==> config.mk <==
export PLATFORM = sky130hd
export DESIGN_NAME = z80_host_port_arb_flat
export DESIGN_NICKNAME = d
export VERILOG_FILES = /design/src/rtl/gpu_host_pkg.sv /design/src/rtl/z80_host_port_arb_if.sv /design/src/rtl/host_wr_fifo.sv /design/src/rtl/z80_host_port_arb.sv /design/src/flat_wrapper.sv
export SDC_FILE = /design/constraint.sdc
export NUM_CORES = 1
export LEC_CHECK = 0
export ABC_CLOCK_PERIOD_IN_PS = 4100
export CORE_MARGIN = 2
export CORE_UTILIZATION = 55
export CTS_CLUSTER_SIZE = 8
export DETAILED_ROUTE_END_ITERATION = 10
export PLACE_DENSITY = 0.77
export SYNTH_ARGS = -nofsm -noshare
export SYNTH_HDL_FRONTEND = slang
export SYNTH_HIERARCHICAL = 1
export SYNTH_SLANG_ARGS = --single-unit
==> constraint.sdc <==
create_clock -name GPU_CLK -period 4.1 [get_ports GPU_CLK]
set_clock_uncertainty 0.1 [all_clocks]
set_input_delay 0.82 -clock GPU_CLK [delete_from_list [all_inputs] [get_ports GPU_CLK]]
set_output_delay 0.82 -clock GPU_CLK [all_outputs]
set_load 0.05 [all_outputs]
==> src/rtl/gpu_host_pkg.sv <==
// Shared definitions for the Z80 host port arbiter:
// FSM state encoding and default address width.
package gpu_host_pkg;

    localparam int ADDR_BITS_DEF = 20;

    typedef enum logic [1:0] {
        IDLE     = 2'd0,
        WR_ISSUE = 2'd1,
        RD_ISSUE = 2'd2,
        RD_WAIT  = 2'd3
    } arb_state_t;

endpackage

==> src/rtl/z80_host_port_arb_if.sv <==
// Bridge-side and RAM-side signals of the host port arbiter.
// slave is the arbiter's view, master the environment's view.
interface z80_host_port_arb_if #(
    parameter int ADDR_BITS = 20
);
    logic                 host_wr_ena;
    logic                 host_rd_req;
    logic [ADDR_BITS-1:0] host_addr;
    logic [7:0]           host_wdata;
    logic [7:0]           host_rData;
    logic                 host_rd_rdy;
    logic                 ram_req;
    logic                 ram_gnt;
    logic                 ram_we;
    logic [ADDR_BITS-1:0] ram_addr;
    logic [7:0]           ram_wdata;
    logic [7:0]           ram_rdata;
    logic                 fifo_full;
    logic                 overflow;

    modport slave (
        input  host_wr_ena, host_rd_req, host_addr, host_wdata,
        input  ram_gnt, ram_rdata,
        output host_rData, host_rd_rdy,
        output ram_req, ram_we, ram_addr, ram_wdata,
        output fifo_full, overflow
    );

    modport master (
        output host_wr_ena, host_rd_req, host_addr, host_wdata,
        output ram_gnt, ram_rdata,
        input  host_rData, host_rd_rdy,
        input  ram_req, ram_we, ram_addr, ram_wdata,
        input  fifo_full, overflow
    );
endinterface

==> src/rtl/host_wr_fifo.sv <==
// Small synchronous FIFO holding queued {addr, data} host writes.
// Push and pop in the same cycle are allowed even when full.
module host_wr_fifo #(
    parameter int DEPTH = 4,
    parameter int WIDTH = 28
) (
    input  logic                     clk,
    input  logic                     rst_n,
    input  logic                     push,
    input  logic                     pop,
    input  logic [WIDTH-1:0]         din,
    output logic [WIDTH-1:0]         dout,
    output logic                     full,
    output logic                     empty,
    output logic [$clog2(DEPTH):0]   count
);
    localparam int PW = $clog2(DEPTH);
    localparam int CW = PW + 1;

    logic [WIDTH-1:0] mem [DEPTH];
    logic [PW-1:0]    wr_ptr;
    logic [PW-1:0]    rd_ptr;
    logic             do_push;
    logic             do_pop;

    assign full    = (count == CW'(DEPTH));
    assign empty   = (count == '0);
    assign do_pop  = pop & ~empty;
    assign do_push = push & (~full | do_pop);
    assign dout    = mem[rd_ptr];

    always_ff @(posedge clk or negedge rst_n) begin
        if (!rst_n) begin
            wr_ptr <= '0;
            rd_ptr <= '0;
            count  <= '0;
        end else begin
            if (do_push) wr_ptr <= wr_ptr + 1'b1;
            if (do_pop)  rd_ptr <= rd_ptr + 1'b1;
            count <= count + CW'(do_push) - CW'(do_pop);
        end
    end

    // Storage needs no reset: dout is only consumed while non-empty.
    always_ff @(posedge clk) begin
        if (do_push) mem[wr_ptr] <= din;
    end
endmodule

==> src/rtl/z80_host_port_arb.sv <==
// Turns Z80 bridge strobes into arbitrated single-cycle RAM
// transactions; writes are buffered, reads serviced in order.
module z80_host_port_arb
    import gpu_host_pkg::*;
#(
    parameter int ADDR_BITS    = ADDR_BITS_DEF,
    parameter int FIFO_DEPTH   = 4,
    parameter int READ_LATENCY = 2
) (
    input  logic             GPU_CLK,
    input  logic             reset_n,
    z80_host_port_arb_if.slave bus
);
    localparam int CW = $clog2(FIFO_DEPTH) + 1;
    localparam int LW = $clog2(READ_LATENCY + 1);
    localparam int DW = ADDR_BITS + 8;

    arb_state_t           state;
    logic                 wr_q;
    logic                 rd_q;
    logic                 wr_edge;
    logic                 rd_edge;
    logic                 push;
    logic                 pop;
    logic                 rd_set;
    logic                 rd_err;
    logic                 wr_err;
    logic                 rd_pending;
    logic [ADDR_BITS-1:0] rd_addr;
    logic [LW-1:0]        lat;
    logic [DW-1:0]        head;
    logic                 full;
    logic                 empty;
    logic [CW-1:0]        count;
    logic [CW-1:0]        cnt_nxt;
    logic                 work_nxt;
    logic                 rd_next;

    assign wr_edge  = bus.host_wr_ena & ~wr_q;
    assign rd_edge  = bus.host_rd_req & ~rd_q;
    assign pop      = (state == WR_ISSUE) & bus.ram_gnt & ~empty;
    assign push     = wr_edge & (~full | pop);
    assign wr_err   = wr_edge & ~push;
    assign rd_set   = rd_edge & ~rd_pending & (state != RD_WAIT);
    assign rd_err   = rd_edge & ~rd_set;
    assign cnt_nxt  = count + CW'(push) - CW'(pop);
    assign work_nxt = (cnt_nxt != '0);
    assign rd_next  = rd_pending | rd_set;

    host_wr_fifo #(
        .DEPTH (FIFO_DEPTH),
        .WIDTH (DW)
    ) u_fifo (
        .clk   (GPU_CLK),
        .rst_n (reset_n),
        .push  (push),
        .pop   (pop),
        .din   ({bus.host_addr, bus.host_wdata}),
        .dout  (head),
        .full  (full),
        .empty (empty),
        .count (count)
    );

    assign bus.fifo_full = full;
    assign bus.ram_req   = (state == WR_ISSUE) | (state == RD_ISSUE);
    assign bus.ram_we    = (state == WR_ISSUE);

    always_comb begin
        bus.ram_addr  = '0;
        bus.ram_wdata = '0;
        unique case (1'b1)
            (state == WR_ISSUE): begin
                bus.ram_addr  = head[DW-1:8];
                bus.ram_wdata = head[7:0];
            end
            (state == RD_ISSUE): bus.ram_addr = rd_addr;
            default: ;
        endcase
    end

    always_ff @(posedge GPU_CLK or negedge reset_n) begin
        if (!reset_n) begin
            state           <= IDLE;
            wr_q            <= 1'b0;
            rd_q            <= 1'b0;
            rd_pending      <= 1'b0;
            rd_addr         <= '0;
            lat             <= '0;
            bus.host_rData  <= '0;
            bus.host_rd_rdy <= 1'b0;
            bus.overflow    <= 1'b0;
        end else begin
            wr_q            <= bus.host_wr_ena;
            rd_q            <= bus.host_rd_req;
            bus.host_rd_rdy <= 1'b0;
            if (wr_err | rd_err) bus.overflow <= 1'b1;
            if (rd_set) begin
                rd_pending <= 1'b1;
                rd_addr    <= bus.host_addr;
            end
            unique case (state)
                IDLE: begin
                    if (work_nxt)     state <= WR_ISSUE;
                    else if (rd_next) state <= RD_ISSUE;
                end
                WR_ISSUE: begin
                    if (work_nxt)     state <= WR_ISSUE;
                    else if (rd_next) state <= RD_ISSUE;
                    else              state <= IDLE;
                end
                RD_ISSUE: begin
                    if (bus.ram_gnt) begin
                        rd_pending <= 1'b0;
                        lat        <= LW'(READ_LATENCY);
                        state      <= RD_WAIT;
                    end
                end
                RD_WAIT: begin
                    // lat==1 is the cycle ram_rdata is valid
                    if (lat == LW'(1)) begin
                        bus.host_rData  <= bus.ram_rdata;
                        bus.host_rd_rdy <= 1'b1;
                        state <= work_nxt ? WR_ISSUE : IDLE;
                    end else begin
                        lat <= lat - 1'b1;
                    end
                end
                default: state <= IDLE;
            endcase
        end
    end
endmodule

==> src/flat_wrapper.sv <==
// flat-port wrapper written by rule: the top's interface ports become plain ports
module z80_host_port_arb_flat import gpu_host_pkg::*;
#(
    parameter int ADDR_BITS    = ADDR_BITS_DEF,
    parameter int FIFO_DEPTH   = 4,
    parameter int READ_LATENCY = 2
)
  (GPU_CLK, reset_n, bus_host_wr_ena, bus_host_rd_req, bus_host_addr, bus_host_wdata, bus_ram_gnt, bus_ram_rdata, bus_host_rData, bus_host_rd_rdy, bus_ram_req, bus_ram_we, bus_ram_addr, bus_ram_wdata, bus_fifo_full, bus_overflow);
  z80_host_port_arb_if #(.ADDR_BITS(ADDR_BITS)) bus_i ();
  input  logic GPU_CLK;
  input  logic reset_n;
  input wire logic [$bits(bus_i.host_wr_ena)-1:0] bus_host_wr_ena;
  input wire logic [$bits(bus_i.host_rd_req)-1:0] bus_host_rd_req;
  input wire logic [$bits(bus_i.host_addr)-1:0] bus_host_addr;
  input wire logic [$bits(bus_i.host_wdata)-1:0] bus_host_wdata;
  input wire logic [$bits(bus_i.ram_gnt)-1:0] bus_ram_gnt;
  input wire logic [$bits(bus_i.ram_rdata)-1:0] bus_ram_rdata;
  output wire logic [$bits(bus_i.host_rData)-1:0] bus_host_rData;
  output wire logic [$bits(bus_i.host_rd_rdy)-1:0] bus_host_rd_rdy;
  output wire logic [$bits(bus_i.ram_req)-1:0] bus_ram_req;
  output wire logic [$bits(bus_i.ram_we)-1:0] bus_ram_we;
  output wire logic [$bits(bus_i.ram_addr)-1:0] bus_ram_addr;
  output wire logic [$bits(bus_i.ram_wdata)-1:0] bus_ram_wdata;
  output wire logic [$bits(bus_i.fifo_full)-1:0] bus_fifo_full;
  output wire logic [$bits(bus_i.overflow)-1:0] bus_overflow;
  assign bus_i.host_wr_ena = bus_host_wr_ena;
  assign bus_i.host_rd_req = bus_host_rd_req;
  assign bus_i.host_addr = bus_host_addr;
  assign bus_i.host_wdata = bus_host_wdata;
  assign bus_i.ram_gnt = bus_ram_gnt;
  assign bus_i.ram_rdata = bus_ram_rdata;
  assign bus_host_rData = bus_i.host_rData;
  assign bus_host_rd_rdy = bus_i.host_rd_rdy;
  assign bus_ram_req = bus_i.ram_req;
  assign bus_ram_we = bus_i.ram_we;
  assign bus_ram_addr = bus_i.ram_addr;
  assign bus_ram_wdata = bus_i.ram_wdata;
  assign bus_fifo_full = bus_i.fifo_full;
  assign bus_overflow = bus_i.overflow;
  z80_host_port_arb #(.ADDR_BITS(ADDR_BITS), .FIFO_DEPTH(FIFO_DEPTH), .READ_LATENCY(READ_LATENCY)) u_core (.GPU_CLK(GPU_CLK), .reset_n(reset_n), .bus(bus_i));
endmodule
==> impl_metrics.json, run 1 <==
{
  "outcome": "complete, no violations",
  "synth_compound_area_share_pct": 4.57,
  "synth_edf_count": 112,
  "setup_viol": 0,
  "cts_setup_buffers": 0,
  "final_max_slew_viol_count": 0,
  "power.static_leakage_uw": 0.00304,
  "yosys_most_used_dff": "edfxtp_1",
  "period_needed_ns": 3.72,
  "dpl_cell_area_um2": 7630,
  "synth_xor_area_share_pct": 1.00,
  "max_cap_violations": 0,
  "synth-seq-cells": 156,
  "grt_util_all_layers_pct": 21.5,
  "gp_congestion": 0.741,
  "overflow": 0,
  "ant_nets": 0,
  "io_buffers": 81,
  "drive_above_1_share_pct": 23.9,
  "dp_hpwl_mm": 8.12,
  "clkSinkCount": 156,
  "synthSimpleGateAreaFrac_pct": 5.61,
  "required_ns": 3.18,
  "h-tree-depth": 4,
  "finalSetupTns_ns": 0,
  "syn_nets": 423,
  "grt_max_degree": 30,
  "die_h_um": 114,
  "start_util_pct": 55.7,
  "synthTopCellsByArea": "edfxtp_1 51%, dfrtp_1 17%, mux4_2 9.5%",
  "antenna_found_initial": 0,
  "finalInstanceArea_um2": 8210,
  "synthMuxAreaShare_pct": 15.8,
  "core_um2": 11900,
  "drcViolationCount": 0,
  "grt_pass1_vias": 3848,
  "cts_tree": "built",
  "routedWlPerCell_um": 20.8,
  "hold_path_class": "primary input to async pin",
  "netlist_area_um2": 6610,
  "relSlewSlack_pct": 53.4,
  "async_reset_ff_share_pct": 28.2,
  "post-route-period-util_pct": 90.8,
  "ctsRootBufferMaster": "clkbuf_16",
  "cts_hold_buf": 0,
  "fin_nets": 520,
  "synth_warnings": 6,
  "cts_inserted_buffers": 17,
  "yosys.cell_types.count": 43,
  "worstSetupStartpointType": "flip-flop",
  "path_max_fanout": 11,
  "hold_violations": 0,
  "fmax_ghz": 0.269,
  "finalHoldWorstSlack_ns": 0.343,
  "yosysTopAreaCell": "edfxtp_1",
  "die_area_um2": 12900,
  "ff2ff_path_depth": 11,
  "syn-instance-count": 367,
  "dr.pass1.iters": 5,
  "clk_pin_slew_ns": 0.06,
  "synth_seq_area_share_pct": 67.6,
  "grt_pass1_wl_mm": 20.5,
  "synthAdderAreaFrac_pct": 3.07,
  "vias_per_cell": 5.71,
  "worstPathArrival_ns": 2.80,
  "synth_top_area_share_pct": 50.9,
  "diodes": 0,
  "synth_area_per_cell_um2": 18.0,
  "setup.worst_path.end_class": "primary output",
  "pin_count": 82,
  "wl_mm": 13.0,
  "areaGrowthSynthToFinish_pct": 24.3,
  "clk_latency_ns": 0.42,
  "crit_type": "flip-flop to primary output",
  "rows": 40,
  "clockBufferDepth": 2,
  "power.density_nw_per_um2": 832,
  "drt_iter0_markers": 253,
  "dieWidth_um": 114,
  "synth_top_family_by_area": "multiplexers",
  "tightestPinTransition_ns": 0.699,
  "rsz0062_at_grt": "false",
  "cts_resized": 0,
  "vdd_drop_max_mv": 0.457,
  "vias": 3560
}
worst paths after layout:
check / startpoint / to / slack (ns)
setup / recovery: u_core/state[0] / bus_ram_addr[2] / 0.38
hold / removal: reset_n / u_core/bus.host_rData[1] / 0.34
setup reg to reg: u_core/u_fifo/count[1] / u_core/state[1] / 1.12
hold reg to reg: u_core/bus.overflow / u_core/bus.overflow / 0.39
max in group asynchronous: reset_n / u_core/u_fifo/rd_ptr[0] / 2.82
min in group GPU_CLK: u_core/bus.overflow / u_core/bus.overflow / 0.39
cells in the final DEF (no fill, tap or decap), types with 2 or more instances in the layout:
| cell type | n |
|---|---|
| nor2b_1 | 20 |
| clkinv_2 | 6 |
| and2_2 | 4 |
| clkdlybuf4s50_1 | 79 |
| a22oi_1 | 21 |
| mux4_2 | 28 |
| clkinv_1 | 2 |
| clkbuf_16 | 17 |
| nand2b_1 | 4 |
| mux2_2 | 9 |
| xnor2_1 | 4 |
| dfrtp_1 | 43 |
| bufinv_16 | 3 |
| fa_1 | 2 |
| buf_12 | 2 |
| nand2_1 | 8 |
| edfxtp_1 | 112 |
| buf_4 | 13 |
| ha_1 | 13 |
| clkinv_4 | 2 |
| nor2_1 | 8 |
| mux2_4 | 20 |
| o21ai_0 | 2 |
| a21oi_1 | 4 |
| inv_1 | 16 |
| and2_1 | 8 |
| nor3b_1 | 2 |
report_power, final:
group          internal (uW)  leakage, uW  switching [uW]
sequential              2030      0.00153             218
clock                    946     0.000288             598
combinational           1280      0.00122            1750
total                   4260      0.00304            2570
critical path, cell delays in order, from the launching register on:
cell	delay [ns]
dfrtp_1	0.40
inv_1	0.12
ha_1	0.55
buf_4	0.27
nor2b_1	0.20
clkdlybuf4s50_1	0.83
layer usage:
metal	GRT usage [%]	share of wire, %	vias up	wire length, um
met5	0	0	-	0
met4	8.54	1.3	0	164
met3	5.37	6.7	13	864
met2	33.6	49	128	6340
met1	29.5	43	1823	5600
li1	-	-	1596	-
sequential cells by signal (all words and copies together) (netlist names):
name                    count
u_core/bus.host_rData       8
u_core/bus.host_rd_rdy      1
u_core/bus.overflow         1
u_core/lat                  2
u_core/rd_addr             20
u_core/rd_pending           1
u_core/rd_q                 1
u_core/state                2
u_core/u_fifo/count         3
u_core/u_fifo/mem         112
u_core/u_fifo/rd_ptr        2
u_core/u_fifo/wr_ptr        2
u_core/wr_q                 1
per-stage QoR:
| step | instances | total power, uW | setup slack (ns) | util [%] |
|---|---|---|---|---|
| floorplan | 367 | 4400 | 0.865 | - |
| global placement | 592 | 5230 | 0.730 | 64.3 |
| detailed placement | 592 | 5310 | 0.582 | 64.3 |
| CTS | 624 | 6890 | 0.347 | 69.2 |
| global route | 624 | 7140 | 0.232 | 69.2 |
| finish | 624 | 6830 | 0.379 | 69.2 |
synthesized netlist by cell type (all sizes together), types with 3 or more instances:
| library cell | n |
|---|---|
| inv | 16 |
| ha | 13 |
| nand2b | 4 |
| nor3b | 3 |
| mux2 | 29 |
| clkbuf | 9 |
| a21oi | 4 |
| edfxtp | 112 |
| xnor2 | 4 |
| and2 | 12 |
| dfrtp | 44 |
| nand2 | 8 |
| a22oi | 21 |
| nor2b | 20 |
| nor2 | 8 |
| buf | 8 |
| mux4 | 28 |
cell families after synthesis:
family	Yosys count
AO/OA/AOI/OAI	39
XOR/XNOR	6
adder cells (fa/ha/maj)	15
buffers and inverters	33
flip-flops	156
multiplexers	58
AND/OR/NAND/NOR	60
cell type report:
cell class                      count  area, um2
Inverter                           16       60.1
Multi-Input combinational cell    178       1990
Clock inverter                     14        153
Fill cell                         818       3650
Timing Repair Buffer               95        933
Sequential cell                   156       4470
Clock buffer                       18        429
Tap cell                          147        184
Note: power is estimated with default switching activity, not from simulation.
==> run 2: changes to the inputs <==
==> constraint.sdc (replaced) <==
create_clock -name GPU_CLK -period 4.1 [get_ports GPU_CLK]
set_clock_uncertainty 0.1 [all_clocks]
set_input_delay 0.82 -clock GPU_CLK [delete_from_list [all_inputs] [get_ports GPU_CLK]]
set_output_delay 0.82 -clock GPU_CLK [all_outputs]
set_load 0.01 [all_outputs]
==> impl_metrics.json, run 2 (synthesis gave the netlist of run 1 again) <==
{
  "cts_tree": "built",
  "clockBufferDepth": 2,
  "ant_nets": 0,
  "wl_mm": 12.9,
  "rsz0062_at_grt": "false",
  "grt_util_all_layers_pct": 22.0,
  "setup.worst_path.end_class": "primary output",
  "clk_latency_ns": 0.41,
  "drt_iter0_markers": 282,
  "antenna_found_initial": 0,
  "diodes": 0,
  "period_needed_ns": 3.57,
  "overflow": 0,
  "final_max_slew_viol_count": 0,
  "vias_per_cell": 5.78,
  "cts_resized": 0,
  "final_common_cell": "edfxtp_1",
  "worstPathArrival_ns": 2.65,
  "totalPowerFinal_uw": 6040,
  "rows": 40,
  "dieWidth_um": 114,
  "gp_congestion": 0.843,
  "regMostFlops": "u_core/u_fifo/mem",
  "fin_nets": 519,
  "post-route-period-util_pct": 87.1,
  "max_cap_violations": 0,
  "place_inst": 591,
  "clkSinkCount": 156,
  "path_max_fanout": 15,
  "tightestPinTransition_ns": 0.742,
  "vdd_drop_max_mv": 0.512,
  "relSlewSlack_pct": 50.5,
  "largest_reg_flops": 112,
  "crit_type": "flip-flop to primary output",
  "finalSetupTns_ns": 0,
  "die_h_um": 114,
  "die_area_um2": 12900,
  "outcome": "complete, no violations",
  "dr.pass1.iters": 4,
  "start_util_pct": 55.7,
  "required_ns": 3.18,
  "power.density_nw_per_um2": 736,
  "reg2reg_to": "u_core/state[1]",
  "hold_path_class": "primary input to async pin",
  "mostFrequentLayoutCells": "112 x edfxtp_1, 80 x clkdlybuf4s50_1, 43 x dfrtp_1",
  "h-tree-depth": 4,
  "cts_hold_buf": 0,
  "cts_setup_buffers": 0,
  "pin_count": 82,
  "nFillCells": 779,
  "rrSetupSlack_ns": 1.07,
  "fmax_ghz": 0.280,
  "hold_violations": 0,
  "core_um2": 11900,
  "clk_pin_slew_ns": 0.06,
  "ctsRootBufferMaster": "clkbuf_16",
  "r2r_start": "u_core/u_fifo/count[1]",
  "ff2ff_path_depth": 11,
  "worstSetupStartpointType": "flip-flop",
  "io_buffers": 81,
  "grt_pass1_vias": 3819,
  "dp_hpwl_mm": 8.14,
  "grt_max_degree": 31,
  "cts_inserted_buffers": 17,
  "drcViolationCount": 0,
  "top_regs": "u_core/u_fifo/mem x112, u_core/rd_addr x20, u_core/bus.host_rData x8",
  "setup_viol": 0,
  "vias": 3601,
  "drive_above_1_share_pct": 23.7,
  "power.static_leakage_uw": 0.00303,
  "areaGrowthSynthToFinish_pct": 24.3,
  "routedWlPerCell_um": 20.7,
  "instances_no_fill": 623,
  "grt_pass1_wl_mm": 20.9
}
## run 2: cell count changes in the layout (fill, tap and decap cells not counted)
cell             change
clkbuf_8             +1
clkdlybuf4s50_1      +1
bufinv_16            -1
inv_8                +1
buf_4                -2
clkinv_1             -1
clkinv_2             -3
inv_6                +2
clkinv_4             +1
## run 2: worst max-delay path by stage
stage                          startpoint               end  slack, ns
after global placement        bus_ram_gnt   u_core/state[1]       0.72
after CTS                 u_core/state[0]  bus_ram_addr[18]       0.53
after detailed placement      bus_ram_gnt   u_core/state[1]       0.62
final                     u_core/state[0]  bus_ram_addr[18]       0.53
after global routing      u_core/state[0]  bus_ram_addr[18]       0.45
after floorplan           u_core/state[1]   u_core/state[1]       1.16
## run 2: power breakdown
group	internal [uW]	switching, uW
Combinational	1270	976
Sequential	2030	224
Clock	917	620
Total	4220	1820
## run 2: layer usage
layer	global-route usage, %	part of all wire [%]	vias to the layer above
met5	0	0	-
met2	33.5	48	120
li1	-	-	1603
met1	30.6	45	1855
met3	5.95	5.4	23
met4	8.94	2.0	0
## run 2: stage by stage
| stage | instance area [um2] | utilization, % | hold WS [ns] | worst slack [ns] |
|---|---|---|---|---|
| after floorplan | 6610 | - | 0.382 | 1.16 |
| after global placement | 7630 | 64.3 | 0.365 | 0.721 |
| after detailed placement | 7630 | 64.3 | 0.376 | 0.620 |
| after CTS | 8210 | 69.2 | 0.293 | 0.525 |
| after global routing | 8210 | 69.2 | 0.309 | 0.445 |
| final | 8210 | 69.2 | 0.275 | 0.530 |
## run 2: worst max-delay path, cell delays in order (launching register included)
cell,delay [ns]
dfrtp_1,0.41
inv_1,0.16
ha_1,0.56
buf_12,0.23
a22oi_1,0.09
nor2b_1,0.21
clkdlybuf4s50_1,0.57
## run 2: area by class of cell
class,count,area [um2],share of cell area (%)
Tap cell,147,184,2.24
Multi-Input combinational cell,178,1990,24.2
Sequential cell,156,4470,54.4
Clock inverter,13,141,1.72
Timing Repair Buffer,94,928,11.3
Clock buffer,19,443,5.39
Inverter,16,60.1,0.731
==> run 3: changes to the inputs <==
--- a/config.mk
+++ b/config.mk
@@ -6,11 +6,12 @@
 export NUM_CORES = 1
 export LEC_CHECK = 0
 export ABC_CLOCK_PERIOD_IN_PS = 4100
-export CORE_MARGIN = 2
 export CORE_UTILIZATION = 55
 export CTS_CLUSTER_SIZE = 8
 export DETAILED_ROUTE_END_ITERATION = 10
+export GPL_ROUTABILITY_DRIVEN = 0
 export PLACE_DENSITY = 0.77
+export SLEW_MARGIN = 20
 export SYNTH_ARGS = -nofsm -noshare
 export SYNTH_HDL_FRONTEND = slang
 export SYNTH_HIERARCHICAL = 1
==> impl_metrics.json, run 3 (synthesis gave the netlist of run 1 again) <==
{
  "drcViolationCount": 5,
  "die_h_um": 112,
  "worstSetupStartpointType": "flip-flop",
  "p_switching_uw": 1840,
  "pin_count": 82,
  "p_int_uw": 4260,
  "drive_above_1_share_pct": 22.9,
  "post-route-period-util_pct": 88.2,
  "top_regs": "u_core/u_fifo/mem x112, u_core/rd_addr x20, u_core/bus.host_rData x8",
  "swShare_pct": 30.1,
  "cts_setup_buffers": 0,
  "p_clk_share_pct": 25.9,
  "clkSinkCount": 156,
  "path_max_fanout": 21,
  "drt_iter0_markers": 245,
  "relSlewSlack_pct": 47.7,
  "final_common_cell": "edfxtp_1",
  "core_um2": 11600,
  "areaGrowthSynthToFinish_pct": 24.1,
  "dpl_cell_area_um2": 7600,
  "fmax_ghz": 0.277,
  "rows": 39,
  "regMostFlops": "u_core/u_fifo/mem",
  "power_frac_seq_pct": 37.1,
  "finalSetupTns_ns": 0,
  "h-tree-depth": 4,
  "max_cap_violations": 0,
  "cts_resized": 0,
  "vdd_drop_max_mv": 0.465,
  "grt_max_degree": 32,
  "ant_nets": 0,
  "totalPowerFinal_uw": 6090,
  "worst-path-buf-inv": 3,
  "dieWidth_um": 112,
  "io_buffers": 81,
  "nFillCells": 733,
  "dp_hpwl_mm": 7.68,
  "power.static_leakage_uw": 0.00301,
  "pwr-share-comb_pct": 37.1,
  "mostFrequentLayoutCells": "112 x edfxtp_1, 80 x clkdlybuf4s50_1, 43 x dfrtp_1",
  "hold_violations": 0,
  "cts_inserted_buffers": 17,
  "crit_path_cell_trace": "inv_1, ha_1, buf_4, a22oi_1, nor2b_1, clkdlybuf4s50_1",
  "crit_path_top_delay_cell": "clkdlybuf4s50_1",
  "cts_hold_buf": 0,
  "hold_path_class": "primary input to async pin",
  "overflow": 0,
  "final_max_slew_viol_count": 0,
  "tightestPinTransition_ns": 0.784,
  "required_ns": 3.18,
  "finalInstanceArea_um2": 8200,
  "critPathTopFamily": "buffers and inverters",
  "routedWlPerCell_um": 20.8,
  "diodes": 0,
  "fin_nets": 518,
  "setup.worst_path.end_class": "primary output",
  "max_stage_delay_ns": 0.56,
  "vias": 3517,
  "grt_util_all_layers_pct": 23.0,
  "antenna_found_initial": 0,
  "clockBufferDepth": 2,
  "crit_type": "flip-flop to primary output",
  "worstPathArrival_ns": 2.69,
  "outcome": "complete, but fails checks",
  "setup_viol": 0,
  "power.density_nw_per_um2": 743,
  "start_util_pct": 57.1,
  "dr.pass1.iters": 7,
  "wl_mm": 12.9,
  "violations": "design-rule violations",
  "grt_pass1_vias": 3906,
  "clk_pin_slew_ns": 0.06,
  "ctsRootBufferMaster": "clkbuf_16",
  "largest_reg_flops": 112,
  "clk_latency_ns": 0.42,
  "period_needed_ns": 3.61,
  "vias_per_cell": 5.69,
  "rsz0062_at_grt": "false",
  "die_area_um2": 12500,
  "cts_tree": "built",
  "grt_pass1_wl_mm": 21.0
}
-- run 3: changes by cell type in the layout (fill, tap and decap cells not counted), moves of 2 or more --
cell / delta
clkinvlp_4: +4
clkinv_2: -3
and2_2: -4
and2_1: +4
clkbuf_8: +2
-- run 3: cell type report --
type	instances	area, um2	area share [%]
sequential	156	4470	54.5
multi-input combinational	178	1980	24.2
timing repair buffer	93	908	11.1
clock buffer	21	470	5.74
tap	143	179	2.18
clock inverter	11	133	1.62
inverter	16	60.1	0.732
-- run 3: power by group through the flow --
| stage | clock network, uW | registers [uW] | logic, uW |
|---|---|---|---|
| after floorplan | 0 | 2220 | 1430 |
| after global placement | 0 | 2260 | 2210 |
| after detailed placement | 0 | 2280 | 2260 |
| after CTS | 1600 | 2260 | 2280 |
| after global routing | 1670 | 2300 | 2440 |
| final | 1580 | 2260 | 2260 |
-- run 3: metrics by stage --
stage	setup slack [ns]	hold slack (ns)	cells	util, %
2_1_floorplan	1.16	0.382	367	-
3_3_place_gp	0.687	0.368	586	65.7
3_5_place_dp	0.512	0.398	586	65.7
4_1_cts	0.455	0.404	618	70.9
5_1_grt	0.337	0.417	618	70.9
6_report	0.485	0.380	618	70.9
-- run 3: path summary, 6_finish.rpt --
kind                                          startpoint                       end  slack, ns  cells after the start
max in group asynchronous                        reset_n   u_core/u_fifo/rd_ptr[0]       2.78                      2
worst min register to register  u_core/bus.host_rData[3]  u_core/bus.host_rData[3]       0.41                      1
min in group GPU_CLK            u_core/bus.host_rData[3]  u_core/bus.host_rData[3]       0.41                      1
worst max-delay path                     u_core/state[1]          bus_ram_addr[19]       0.49                      6
worst max register to register           u_core/state[1]           u_core/state[1]       0.85                     12
worst min-delay path                             reset_n  u_core/bus.host_rData[7]       0.38                      1
-- run 3: routing by layer --
| metal | routed length [um] | GRT usage (%) |
|---|---|---|
| met5 | 0 | 0 |
| met4 | 171 | 9.19 |
| met3 | 539 | 5.88 |
| met2 | 6680 | 38.1 |
| met1 | 5490 | 29.3 |
